**config.mk**
```make
export PLATFORM = sky130hd
export DESIGN_NAME = ptp_fetch_stage_flat
export DESIGN_NICKNAME = d
export VERILOG_FILES = /design/src/rtl/ptp_fetch_stage_if.sv /design/src/rtl/ptp_fetch_stage.sv /design/src/flat_wrapper.sv
export SDC_FILE = /design/constraint.sdc
export NUM_CORES = 1
export LEC_CHECK = 0
export BUFFER_PORTS_ARGS = -buffer_cell sky130_fd_sc_hd__clkbuf_2
export CAP_MARGIN = 20
export CORE_AREA = 3 3 130 132
export CTS_BUF_LIST = sky130_fd_sc_hd__clkbuf_2
export CTS_CLUSTER_DIAMETER = 80
export DETAILED_ROUTE_END_ITERATION = 8
export DIE_AREA = 0 0 133 135
export PLACE_DENSITY = 0.5
export SYNTH_ARGS = -nofsm -noshare
export SYNTH_HDL_FRONTEND = slang
export SYNTH_SLANG_ARGS = --single-unit
```
**constraint.sdc**
```tcl
create_clock -name clk -period 2.25 [get_ports clk]
set_clock_uncertainty 0.15 [all_clocks]
set_input_delay 0.225 -clock clk [delete_from_list [all_inputs] [get_ports clk]]
set_output_delay 0.225 -clock clk [all_outputs]
set_load 0.01 [all_outputs]
```
**src/rtl/ptp_fetch_stage_if.sv**
```systemverilog
// ptp_fetch_stage_if: signal bundle between the fetch stage, instruction
// memory and the decode/register-read stage.
//   master : the fetch stage (drives imem_addr and the stage-1-to-2 register)
//   slave  : memory + downstream control (drives stall/redirect/halt/imem_data)
// Signals:
//   stall, redirect, redirect_pc, halt_req : downstream control into fetch
//   imem_addr / imem_data                  : combinational instruction read
//   ir, ir2, ir_pc, ir_valid               : instruction register to stage 2
//   halted                                 : sticky fetch-stopped flag
interface ptp_fetch_stage_if #(
    parameter int WIDTH = 16
);
    logic             stall;
    logic             redirect;
    logic [WIDTH-1:0] redirect_pc;
    logic             halt_req;
    logic [WIDTH-1:0] imem_data;
    logic [WIDTH-1:0] imem_addr;
    logic [WIDTH-1:0] ir;
    logic [WIDTH-1:0] ir2;
    logic [WIDTH-1:0] ir_pc;
    logic             ir_valid;
    logic             halted;

    modport master (
        input  stall, redirect, redirect_pc, halt_req, imem_data,
        output imem_addr, ir, ir2, ir_pc, ir_valid, halted
    );

    modport slave (
        output stall, redirect, redirect_pc, halt_req, imem_data,
        input  imem_addr, ir, ir2, ir_pc, ir_valid, halted
    );
endinterface

```
**src/rtl/ptp_fetch_stage.sv**
```systemverilog
// ptp_fetch_stage: stage 1 of the Pipelined Tangled Processor.
// Holds the PC, reads instruction memory combinationally and assembles
// one-word and two-word instructions into the stage-1-to-2 register.
// Ports:
//   clk   : system clock, rising edge
//   reset : asynchronous active-low reset
//   bus   : ptp_fetch_stage_if.master (control in, imem port, ir outputs)
// Per-edge priority: halt_req > redirect > stall > normal fetch.
// HALTED ignores everything except reset.
module ptp_fetch_stage #(
    parameter int               WIDTH      = 16,
    parameter logic [WIDTH-1:0] RESET_PC   = 16'h0000,
    parameter logic [WIDTH-1:0] LONG_MASK  = 16'hF000,
    parameter logic [WIDTH-1:0] LONG_MATCH = 16'hF000,
    parameter logic [WIDTH-1:0] NOP_WORD   = 16'h0000
) (
    input  logic               clk,
    input  logic               reset,
    ptp_fetch_stage_if.master  bus
);

    typedef enum logic [1:0] {
        FETCH1 = 2'd0,
        FETCH2 = 2'd1,
        HALTED = 2'd2
    } state_t;

    state_t           state, state_n;
    logic [WIDTH-1:0] pc, pc_n;
    logic [WIDTH-1:0] hold, hold_n;
    logic [WIDTH-1:0] hold_pc, hold_pc_n;
    logic [WIDTH-1:0] ir, ir_n;
    logic [WIDTH-1:0] ir2, ir2_n;
    logic [WIDTH-1:0] ir_pc, ir_pc_n;
    logic             ir_valid, ir_valid_n;
    logic             halted, halted_n;
    logic             is_long;

    // Only the first word of an instruction is ever classified.
    assign is_long = (bus.imem_data & LONG_MASK) == LONG_MATCH;

    always_ff @(posedge clk or negedge reset) begin
        if (!reset) begin
            state    <= FETCH1;
            pc       <= RESET_PC;
            hold     <= '0;
            hold_pc  <= '0;
            ir       <= NOP_WORD;
            ir2      <= NOP_WORD;
            ir_pc    <= '0;
            ir_valid <= 1'b0;
            halted   <= 1'b0;
        end else begin
            state    <= state_n;
            pc       <= pc_n;
            hold     <= hold_n;
            hold_pc  <= hold_pc_n;
            ir       <= ir_n;
            ir2      <= ir2_n;
            ir_pc    <= ir_pc_n;
            ir_valid <= ir_valid_n;
            halted   <= halted_n;
        end
    end

    always_comb begin
        state_n    = state;
        pc_n       = pc;
        hold_n     = hold;
        hold_pc_n  = hold_pc;
        ir_n       = ir;
        ir2_n      = ir2;
        ir_pc_n    = ir_pc;
        ir_valid_n = ir_valid;
        halted_n   = halted;

        if (state != HALTED) begin
            if (bus.halt_req) begin
                state_n    = HALTED;
                halted_n   = 1'b1;
                ir_valid_n = 1'b0;
                ir_n       = NOP_WORD;
                ir2_n      = NOP_WORD;
            end else if (bus.redirect) begin
                // Any half-collected long instruction is dropped here.
                state_n    = FETCH1;
                pc_n       = bus.redirect_pc;
                hold_n     = '0;
                hold_pc_n  = '0;
                ir_n       = NOP_WORD;
                ir2_n      = NOP_WORD;
                ir_valid_n = 1'b0;
            end else if (!bus.stall) begin
                // PC wraps naturally at 2^WIDTH.
                pc_n = pc + 1'b1;
                if (state == FETCH1) begin
                    if (is_long) begin
                        hold_n     = bus.imem_data;
                        hold_pc_n  = pc;
                        ir_valid_n = 1'b0;
                        state_n    = FETCH2;
                    end else begin
                        ir_n       = bus.imem_data;
                        ir2_n      = NOP_WORD;
                        ir_pc_n    = pc;
                        ir_valid_n = 1'b1;
                    end
                end else begin
                    ir_n       = hold;
                    ir2_n      = bus.imem_data;
                    ir_pc_n    = hold_pc;
                    ir_valid_n = 1'b1;
                    state_n    = FETCH1;
                end
            end
        end
    end

    assign bus.imem_addr = pc;
    assign bus.ir        = ir;
    assign bus.ir2       = ir2;
    assign bus.ir_pc     = ir_pc;
    assign bus.ir_valid  = ir_valid;
    assign bus.halted    = halted;

endmodule

```
**src/flat_wrapper.sv**
```systemverilog
// flat-port wrapper written by rule: the top's interface ports become plain ports
module ptp_fetch_stage_flat 
#(
    parameter int               WIDTH      = 16,
    parameter logic [WIDTH-1:0] RESET_PC   = 16'h0000,
    parameter logic [WIDTH-1:0] LONG_MASK  = 16'hF000,
    parameter logic [WIDTH-1:0] LONG_MATCH = 16'hF000,
    parameter logic [WIDTH-1:0] NOP_WORD   = 16'h0000
)
  (clk, reset, bus_stall, bus_redirect, bus_redirect_pc, bus_halt_req, bus_imem_data, bus_imem_addr, bus_ir, bus_ir2, bus_ir_pc, bus_ir_valid, bus_halted);
  ptp_fetch_stage_if #(.WIDTH(WIDTH)) bus_i ();
  input  logic clk;
  input  logic reset;
  input wire logic [$bits(bus_i.stall)-1:0] bus_stall;
  input wire logic [$bits(bus_i.redirect)-1:0] bus_redirect;
  input wire logic [$bits(bus_i.redirect_pc)-1:0] bus_redirect_pc;
  input wire logic [$bits(bus_i.halt_req)-1:0] bus_halt_req;
  input wire logic [$bits(bus_i.imem_data)-1:0] bus_imem_data;
  output wire logic [$bits(bus_i.imem_addr)-1:0] bus_imem_addr;
  output wire logic [$bits(bus_i.ir)-1:0] bus_ir;
  output wire logic [$bits(bus_i.ir2)-1:0] bus_ir2;
  output wire logic [$bits(bus_i.ir_pc)-1:0] bus_ir_pc;
  output wire logic [$bits(bus_i.ir_valid)-1:0] bus_ir_valid;
  output wire logic [$bits(bus_i.halted)-1:0] bus_halted;
  assign bus_i.stall = bus_stall;
  assign bus_i.redirect = bus_redirect;
  assign bus_i.redirect_pc = bus_redirect_pc;
  assign bus_i.halt_req = bus_halt_req;
  assign bus_i.imem_data = bus_imem_data;
  assign bus_imem_addr = bus_i.imem_addr;
  assign bus_ir = bus_i.ir;
  assign bus_ir2 = bus_i.ir2;
  assign bus_ir_pc = bus_i.ir_pc;
  assign bus_ir_valid = bus_i.ir_valid;
  assign bus_halted = bus_i.halted;
  ptp_fetch_stage #(.WIDTH(WIDTH), .RESET_PC(RESET_PC), .LONG_MASK(LONG_MASK), .LONG_MATCH(LONG_MATCH), .NOP_WORD(NOP_WORD)) u_core (.clk(clk), .reset(reset), .bus(bus_i));
endmodule
```
After elaboration in Yosys (flattened, before gate mapping)

Index checks and enable logic that the tools add are counted.

Multiplexer cells: 32
Bitwise operators: 3
Reductions and logical operators: 10
$add $sub $neg: 1
Equality and inequality tests: 7

Operators by type and width:

| cell                    | number |
|---|---|
| $mux W16                | 22 |
| $add A16 B1 Y16 const B | 1 |
| $mux W2                 | 5 |
| $reduce_and A5 Y1       | 2 |
| $reduce_and A3 Y1       | 3 |
| $mux W1                 | 5 |
| $eq A4 B4 Y1 const B    | 1 |
| $ne A2 B2 Y1 const B    | 2 |
| $ne A4 B3 Y1 const B    | 1 |
| $ne A4 B4 Y1 const B    | 1 |
| $reduce_and A2 Y1       | 2 |
| $reduce_bool A2 Y1      | 2 |
| $ne A3 B1 Y1 const B    | 1 |
| $not A1 Y1              | 3 |
| $logic_not A2 Y1        | 1 |
| $ne A2 B1 Y1 const B    | 1 |

Word-level logic and storage cells: 62
Bits in registers: 100
Bits of input ports: 37

Longest topological paths before layout

Gate-level depths: netlist of the first run.

Word-level depth: 6
Mapped depth: 7
Gate-level depth less buffers: 5

Least setup slack after synthesis of the first run

Ideal clock, no wire load.

Path type: register to register
Start: register u_core.state[1]
End: register u_core.hold_pc[13]
Clock period less this slack: 1.920 ns
Setup slack: 0.330 ns
Stages on the path, launching flop included: 7
Required time: 1.973 ns
Buffers on the path: 2
Arrival time: 1.642 ns
Cell sequence: dfrtp_1 nor2b_1 or3_1 clkbuf_1 nor2_4 buf_6 mux2_1

Cells in the longest elaborated chain, start to end: 3
Elaborated cells between the ends (all ways): 4

Ends and longest elaborated chain:

| what                                   | line                  | source |
|---|---|---|
| start: declaration                     | ptp_fetch_stage.sv:28 | `state_t state, state_n;` |
| start signal: assignment               | ptp_fetch_stage.sv:54 | `state <= state_n;` |
| $logic_not A2 Y1                       | ptp_fetch_stage.sv:96 | `if (state == FETCH1) begin` |
| $reduce_bool A2 Y1 (no source line)    | --                    |  |
| $reduce_and A5 Y1 (no source line) (*) | --                    |  |
| end signal: assignment                 | ptp_fetch_stage.sv:57 | `hold_pc <= hold_pc_n;` |
| end: declaration                       | ptp_fetch_stage.sv:31 | `logic [WIDTH-1:0] hold_pc, hold_pc_n;` |

Every way passes the cells marked *; elsewhere a longest branch is shown, timed or not.
A chain may end at the register's enable or synchronous reset.

Worst setup path after layout of the first run

Start: register u_core.state[0]
End: register u_core.pc[12], in the netlist u_core.bus.imem_addr[12]

Cells in the longest elaborated chain, start to end: 2

Ends and longest elaborated chain:

| what                               | line                  | source |
|---|---|---|
| $ne A2 B2 Y1                       | ptp_fetch_stage.sv:77 | `if (state != HALTED) begin` |
| $reduce_and A3 Y1 (no source line) | --                    |  |
| end signal: assignment             | ptp_fetch_stage.sv:55 | `pc <= pc_n;` |
| end: declaration                   | ptp_fetch_stage.sv:29 | `logic [WIDTH-1:0] pc, pc_n;` |

No other way between the ends.

==> results of run 1 <==
-- how the worst max path moves through the flow --
| stage | start | end | slack (ps) | cells past startpoint |
|---|---|---|---|---|
| 2_1_floorplan | u_core.state[1] | u_core.hold_pc[13] | 330 | 6 |
| 3_3_place_gp | u_core.state[0] | u_core.bus.imem_addr[12] | 260 | 5 |
| 3_5_place_dp | u_core.state[0] | u_core.bus.imem_addr[12] | 260 | 5 |
| 4_1_cts | u_core.state[0] | u_core.bus.imem_addr[12] | 240 | 5 |
| 5_1_grt | u_core.state[0] | u_core.bus.imem_addr[12] | 80 | 5 |
| 6_report | u_core.state[0] | u_core.bus.imem_addr[12] | 240 | 5 |
-- what timing repair did --
item / in CTS / in global routing
hold buffers: 38 / 0
endpoints found under the setup margin: 0 / 0
endpoints found under the hold margin: 168 / 0
-- per-layer routing --
layer  wire length, um  GRT usage  vias to the layer above  part of all wire
met5                 0          0                        -                 0
met1              6290      0.210                     1956              0.46
met3               496     0.0227                       12             0.037
met2              6560      0.246                       89              0.48
li1                  -          -                     2013                 -
met4               200     0.0525                        0             0.015
-- worst register-to-register path: cells and delay by family (launching register included) --
kind / cells / cell delay (ps)
simple gates: 4 / 980
flops: 1 / 570
buf+inv: 1 / 230
-- flip-flops by register name, indices dropped and copies added, names as in the netlist --
register	flops
u_core.bus.ir_valid	1
u_core.bus.halted	1
u_core.bus.ir_pc	16
u_core.bus.imem_addr	16
u_core.hold_pc	16
u_core.bus.ir	16
u_core.state	2
u_core.bus.ir2	16
u_core.hold	16
-- per-stage QoR --
step	hold slack [ps]	util	area (um^2)	instances
2_1_floorplan	-221	-	4690	485
3_3_place_gp	43.8	0.350	5540	791
3_5_place_dp	41.4	0.350	5540	791
4_1_cts	223	0.383	6070	845
5_1_grt	230	0.384	6070	846
6_report	291	0.384	6070	846
-- area by class of cell --
class	instances	area [um^2]	share of cell area
Clock buffer	10	50.0	0.00824
Timing Repair Buffer	166	1120	0.185
Multi-Input combinational cell	321	1940	0.319
Clock inverter	6	86.3	0.0142
Sequential cell	100	2500	0.412
Inverter	26	97.6	0.0161
Antenna cell	1	2.50	0.000412
Tap cell	216	270	0.0445
-- synthesized netlist by cell type, types with 2 or more instances --
| cell type | count | area (um^2) |
|---|---|---|
| a21o_1 | 5 | 37.5 |
| a21oi_1 | 15 | 75.1 |
| a22oi_1 | 4 | 30.0 |
| a2bb2oi_1 | 2 | 17.5 |
| a31oi_1 | 2 | 12.5 |
| and4_1 | 3 | 26.3 |
| buf_1 | 5 | 18.8 |
| buf_2 | 14 | 70.1 |
| clkbuf_1 | 18 | 67.6 |
| dfrtp_1 | 100 | 2500 |
| inv_1 | 25 | 93.8 |
| mux2_1 | 4 | 45.0 |
| mux2i_1 | 35 | 350 |
| nand2_1 | 75 | 282 |
| nand3_1 | 7 | 35.0 |
| nand4_1 | 24 | 150 |
| nor2_1 | 5 | 18.8 |
| nor2_2 | 2 | 12.5 |
| nor2b_1 | 6 | 37.5 |
| nor3_1 | 11 | 55.1 |
| nor4_1 | 4 | 25.0 |
| o21a_1 | 2 | 15.0 |
| o21ai_0 | 44 | 220 |
| o21ai_1 | 29 | 145 |
| o22a_1 | 2 | 17.5 |
| o22ai_1 | 2 | 12.5 |
| o2bb2ai_1 | 2 | 17.5 |
| o31ai_1 | 20 | 150 |
| o32ai_1 | 2 | 17.5 |
| or2_2 | 2 | 12.5 |
-- report_power, final --
| group | switching, W | internal (W) | leakage (nW) |
|---|---|---|---|
| combinational | 0.000322 | 0.000253 | 1.43 |
| sequential | 0.0000940 | 0.00193 | 1.27 |
| clock | 0.000609 | 0.000373 | 0.0839 |
| total | 0.00102 | 0.00255 | 2.78 |
-- cell families after synthesis --
logic type      after synthesis
mux                          39
compound gates              137
simple gates                144
flops                       100
fa+ha+maj                     1
buf+inv                      64
==> reports/results.tsv, run 1 <==
metric	value	unit
power	0.00358	W
overflow	0	
placementRows	46	
rsz0062_at_grt	false	
post_cts_resized	0	
ctsRootBufferMaster	clkbuf_2	
end_kind	register	
cts_sinks	100	
die-area	18000	um^2
drc	0	
worstSkewPairLatency	570	ps
core	15800	um^2
synth_mux_area_frac	0.0843	
routed_wl	13500	um
final_nets	662	
vias_per_cell	4.81	
dpl.hpwl	9720	um
dp_slack	262	ps
synth_nets	523	
slew_viol_final	0	
syn_to_final_growth	29.4	%
synth-seq-cells	100	
drtAntennaViolNets	0	
fp.dieW	133	um
die_y	135	um
r2r-start	u_core.state[0]	
clk_pin_slew	300	ps
cts_htree_levels	3	
synth-simple-area-share	0.148	
synth_cells	485	
fmax	497	MHz
slowest_stage	dfrtp_1	
worstPathArrival	2350	ps
drv_cap	0	
cts_tree	yes	
antenna_found_initial	1	
critical_path.top_delay_family	simple AND/OR/NAND/NOR gates	
setup_viol	0	
vias	4070	
ys_types	44	
drtIter0Drc	155	
hp-class	in -> reg	
dr.pass1.iters	5	
start_util	0.296	
min_to	u_core.bus.ir2[15]	
clockBufferDepth	2	
synth-adder-area-share	0.00267	
r2r_end	u_core.bus.imem_addr[12]	
grt_usage	0.152	
fin_tns_setup	0	ps
critical_path_class	reg -> reg	
drive_gt1_frac	0.242	
crit_chain	nor2b_1 -> or3_1 -> buf_4 -> nor4b_1 -> nor3_1	
synth_flop_cell	dfrtp_1	
synthXorXnorAreaFrac	0	
p_per_area	589	nW/um^2
irDropWorstVdd	0.218	mV
wl_per_cell	16.0	um
min_from	bus_imem_data[15]	
start_kind	register	
period_needed	2010	ps
seq_area_frac_synth	0.533	
power_leakage	2.78	nW
portBuffers	102	
layout_common_cells	clkbuf_2, dfrtp_1, nand2_1	
synth_warnings	0	
synth_edf_count	0	
hold_depth	4	
worst_pin_slew	739	ps
grt_pass1_wl	22000	um
outcome	finished, final reports clean	
grt_max_degree	65	
place_congestion	0.832	
post_cts_buffers	0	
slowest_delay	570	ps
fin_ws	239	ps
cp_data_required_time	2590	ps
r2r_slack	240	ps
ioPinCount	103	
grt_pass1_vias	4085	
period_share	0.894	
syn_area	4690	um^2
reg2reg_depth	5	
path_buf_inv	1	
synth_compound_area_frac	0.175	
synth_top_family_by_area	compound AO/OA/AOI/OAI gates	
cts_buffers	9	
maxSlewHeadroom	0.504	
async_flop_share	1.00	
fillCellCount	1661	
syn_avg_cell_area	9.67	um^2
cp_max_fo	22	
timing_hold_violations_final	0	
layout_commonest_cell	clkbuf_2	
No activity file was read; power rests on OpenSTA's default activity.
==> run 2, diff against run 1 <==
Settings changed: PLACE_DENSITY 0.5 to 0.52.
==> run 2 against run 1 <==
  * Sequential share of layout area increased by 0.15 points
  * Worst hold slack got worse by 78 ps
  * Core utilization decreased by 0.14 points
  * Largest power group unchanged
  * Highest routed layer unchanged
  * Sequential power about the same
  * Critical endpoint is now u_core.hold_pc[15]
==> reports/results.tsv, run 2 (same netlist as run 1, synthesis figures left out) <==
metric	value	unit
outcome	finished, final reports clean	
hp-class	in -> reg	
hold-worst-slack	212	ps
ctsRootBufferMaster	clkbuf_2	
final_area	6050	um^2
post_cts_buffers	0	
overflow	0	
ioPinCount	103	
drive_gt1_frac	0.243	
grt_pass1_wl	21900	um
cp_max_fo	7	
fp.dieW	133	um
vias	4100	
layout_commonest_cell	clkbuf_2	
irDropWorstVdd	0.190	mV
die_y	135	um
cts_htree_levels	3	
period_share	0.888	
end_kind	register	
power.switching	0.00109	W
drv_cap	0	
place_congestion	0.847	
p_clk_frac	0.243	
antenna_found_initial	1	
final_nets	663	
routed_wl	13600	um
fmax	501	MHz
fin_tns_setup	0	ps
placementRows	46	
drc	0	
drtIter0Drc	266	
start_kind	register	
timing_hold_violations_final	0	
grt_max_degree	65	
combinationalPowerShare	0.169	
layout_common_cells	clkbuf_2, dfrtp_1, nand2_1	
dr.pass1.iters	5	
clk_pin_slew	290	ps
core	15800	um^2
seq_power_share	0.588	
die-area	18000	um^2
critical_path_class	reg -> reg	
power_leakage	2.76	nW
cts_sinks	100	
wl_per_cell	16.1	um
slew_viol_final	0	
setup_viol	0	
maxSlewHeadroom	0.453	
rsz0062_at_grt	false	
p_per_area	566	nW/um^2
cts_tree	yes	
worstSkewPairLatency	620	ps
cp_data_required_time	2630	ps
p_int	0.00234	W
clockBufferDepth	2	
grt_usage	0.154	
syn_to_final_growth	28.9	%
worstPathArrival	2380	ps
drtAntennaViolNets	0	
placed_area	5540	um^2
fillCellCount	1583	
swShare	0.317	
period_needed	2000	ps
finish.utilization	0.382	
start_util	0.296	
vias_per_cell	4.84	
grt_pass1_vias	4044	
portBuffers	102	
dpl.hpwl	9590	um
power	0.00343	W
worst_pin_slew	815	ps
r2r_slack	250	ps
cts_buffers	9	
## run 2: cell count changes in the layout (fill, tap and decap cells not counted)
| cell | previous run | this run |
|---|---|---|
| clkinv_4 | 1 | 3 |
| clkinv_2 | 1 | 0 |
| bufinv_16 | 2 | 0 |
| clkinv_1 | 2 | 1 |
| clkinvlp_4 | 0 | 2 |
| clkbuf_2 | 111 | 110 |
| inv_6 | 1 | 2 |
| dlygate4sd3_1 | 37 | 38 |
## run 2: power by group through the flow
stage,Clock [W],Combinational [W],Sequential [W]
final,0.000834,0.000578,0.00202
after global routing,0.000943,0.000643,0.00204
after CTS,0.000870,0.000588,0.00202
after detailed placement,0,0.000528,0.00205
after global placement,0,0.000522,0.00204
after floorplan,0,0.000208,0.00208
## run 2: per-layer routing
layer | global-route usage | part of all wire | wire length [um] | vias up
li1 | - | - | - | 2005
met1 | 0.210 | 0.46 | 6320 | 1975
met2 | 0.243 | 0.48 | 6470 | 105
met3 | 0.0317 | 0.044 | 595 | 15
met4 | 0.0583 | 0.016 | 223 | 0
met5 | 0 | 0 | 0 | -
## run 2: path summary, 6_finish.rpt
path / end / start / cells past startpoint
worst max-delay path: u_core.hold_pc[15] / u_core.state[0] / 4
worst min-delay path: u_core.bus.ir2[3] / bus_imem_data[3] / 4
worst max register to register: u_core.hold_pc[15] / u_core.state[0] / 4
worst min register to register: u_core.bus.ir_pc[4] / u_core.bus.ir_pc[4] / 2
max in group asynchronous: u_core.bus.ir_valid / reset / 4
min in group asynchronous: u_core.hold_pc[12] / reset / 4
## run 2: worst max-delay path, cell delays in order, from the launching register on
cell	delay (ps)
dfrtp_1	580
nor2b_1	160
or3_1	460
nor2_4	220
mux2_1	350
## run 2: layout make-up
class	count	area (um^2)	area share
clock buffers	9	45.0	0.00745
multi-input cells	321	1940	0.321
repair buffers	167	1130	0.187
inverters	26	97.6	0.0161
diodes	1	2.50	0.000414
clock inverters	7	58.8	0.00972
flip-flops and latches	100	2500	0.414
well taps	216	270	0.0447
## run 2: timing repair
item,CTS,global route
hold buffers,39,0
hold endpoints to repair,169,0
resized for setup,0,0
## run 2: through the flow
stage | instances | setup WS [ps]
final | 847 | 252
after global routing | 847 | 89.3
after CTS | 846 | 258
after detailed placement | 791 | 294
after global placement | 791 | 332
after floorplan | 485 | 330
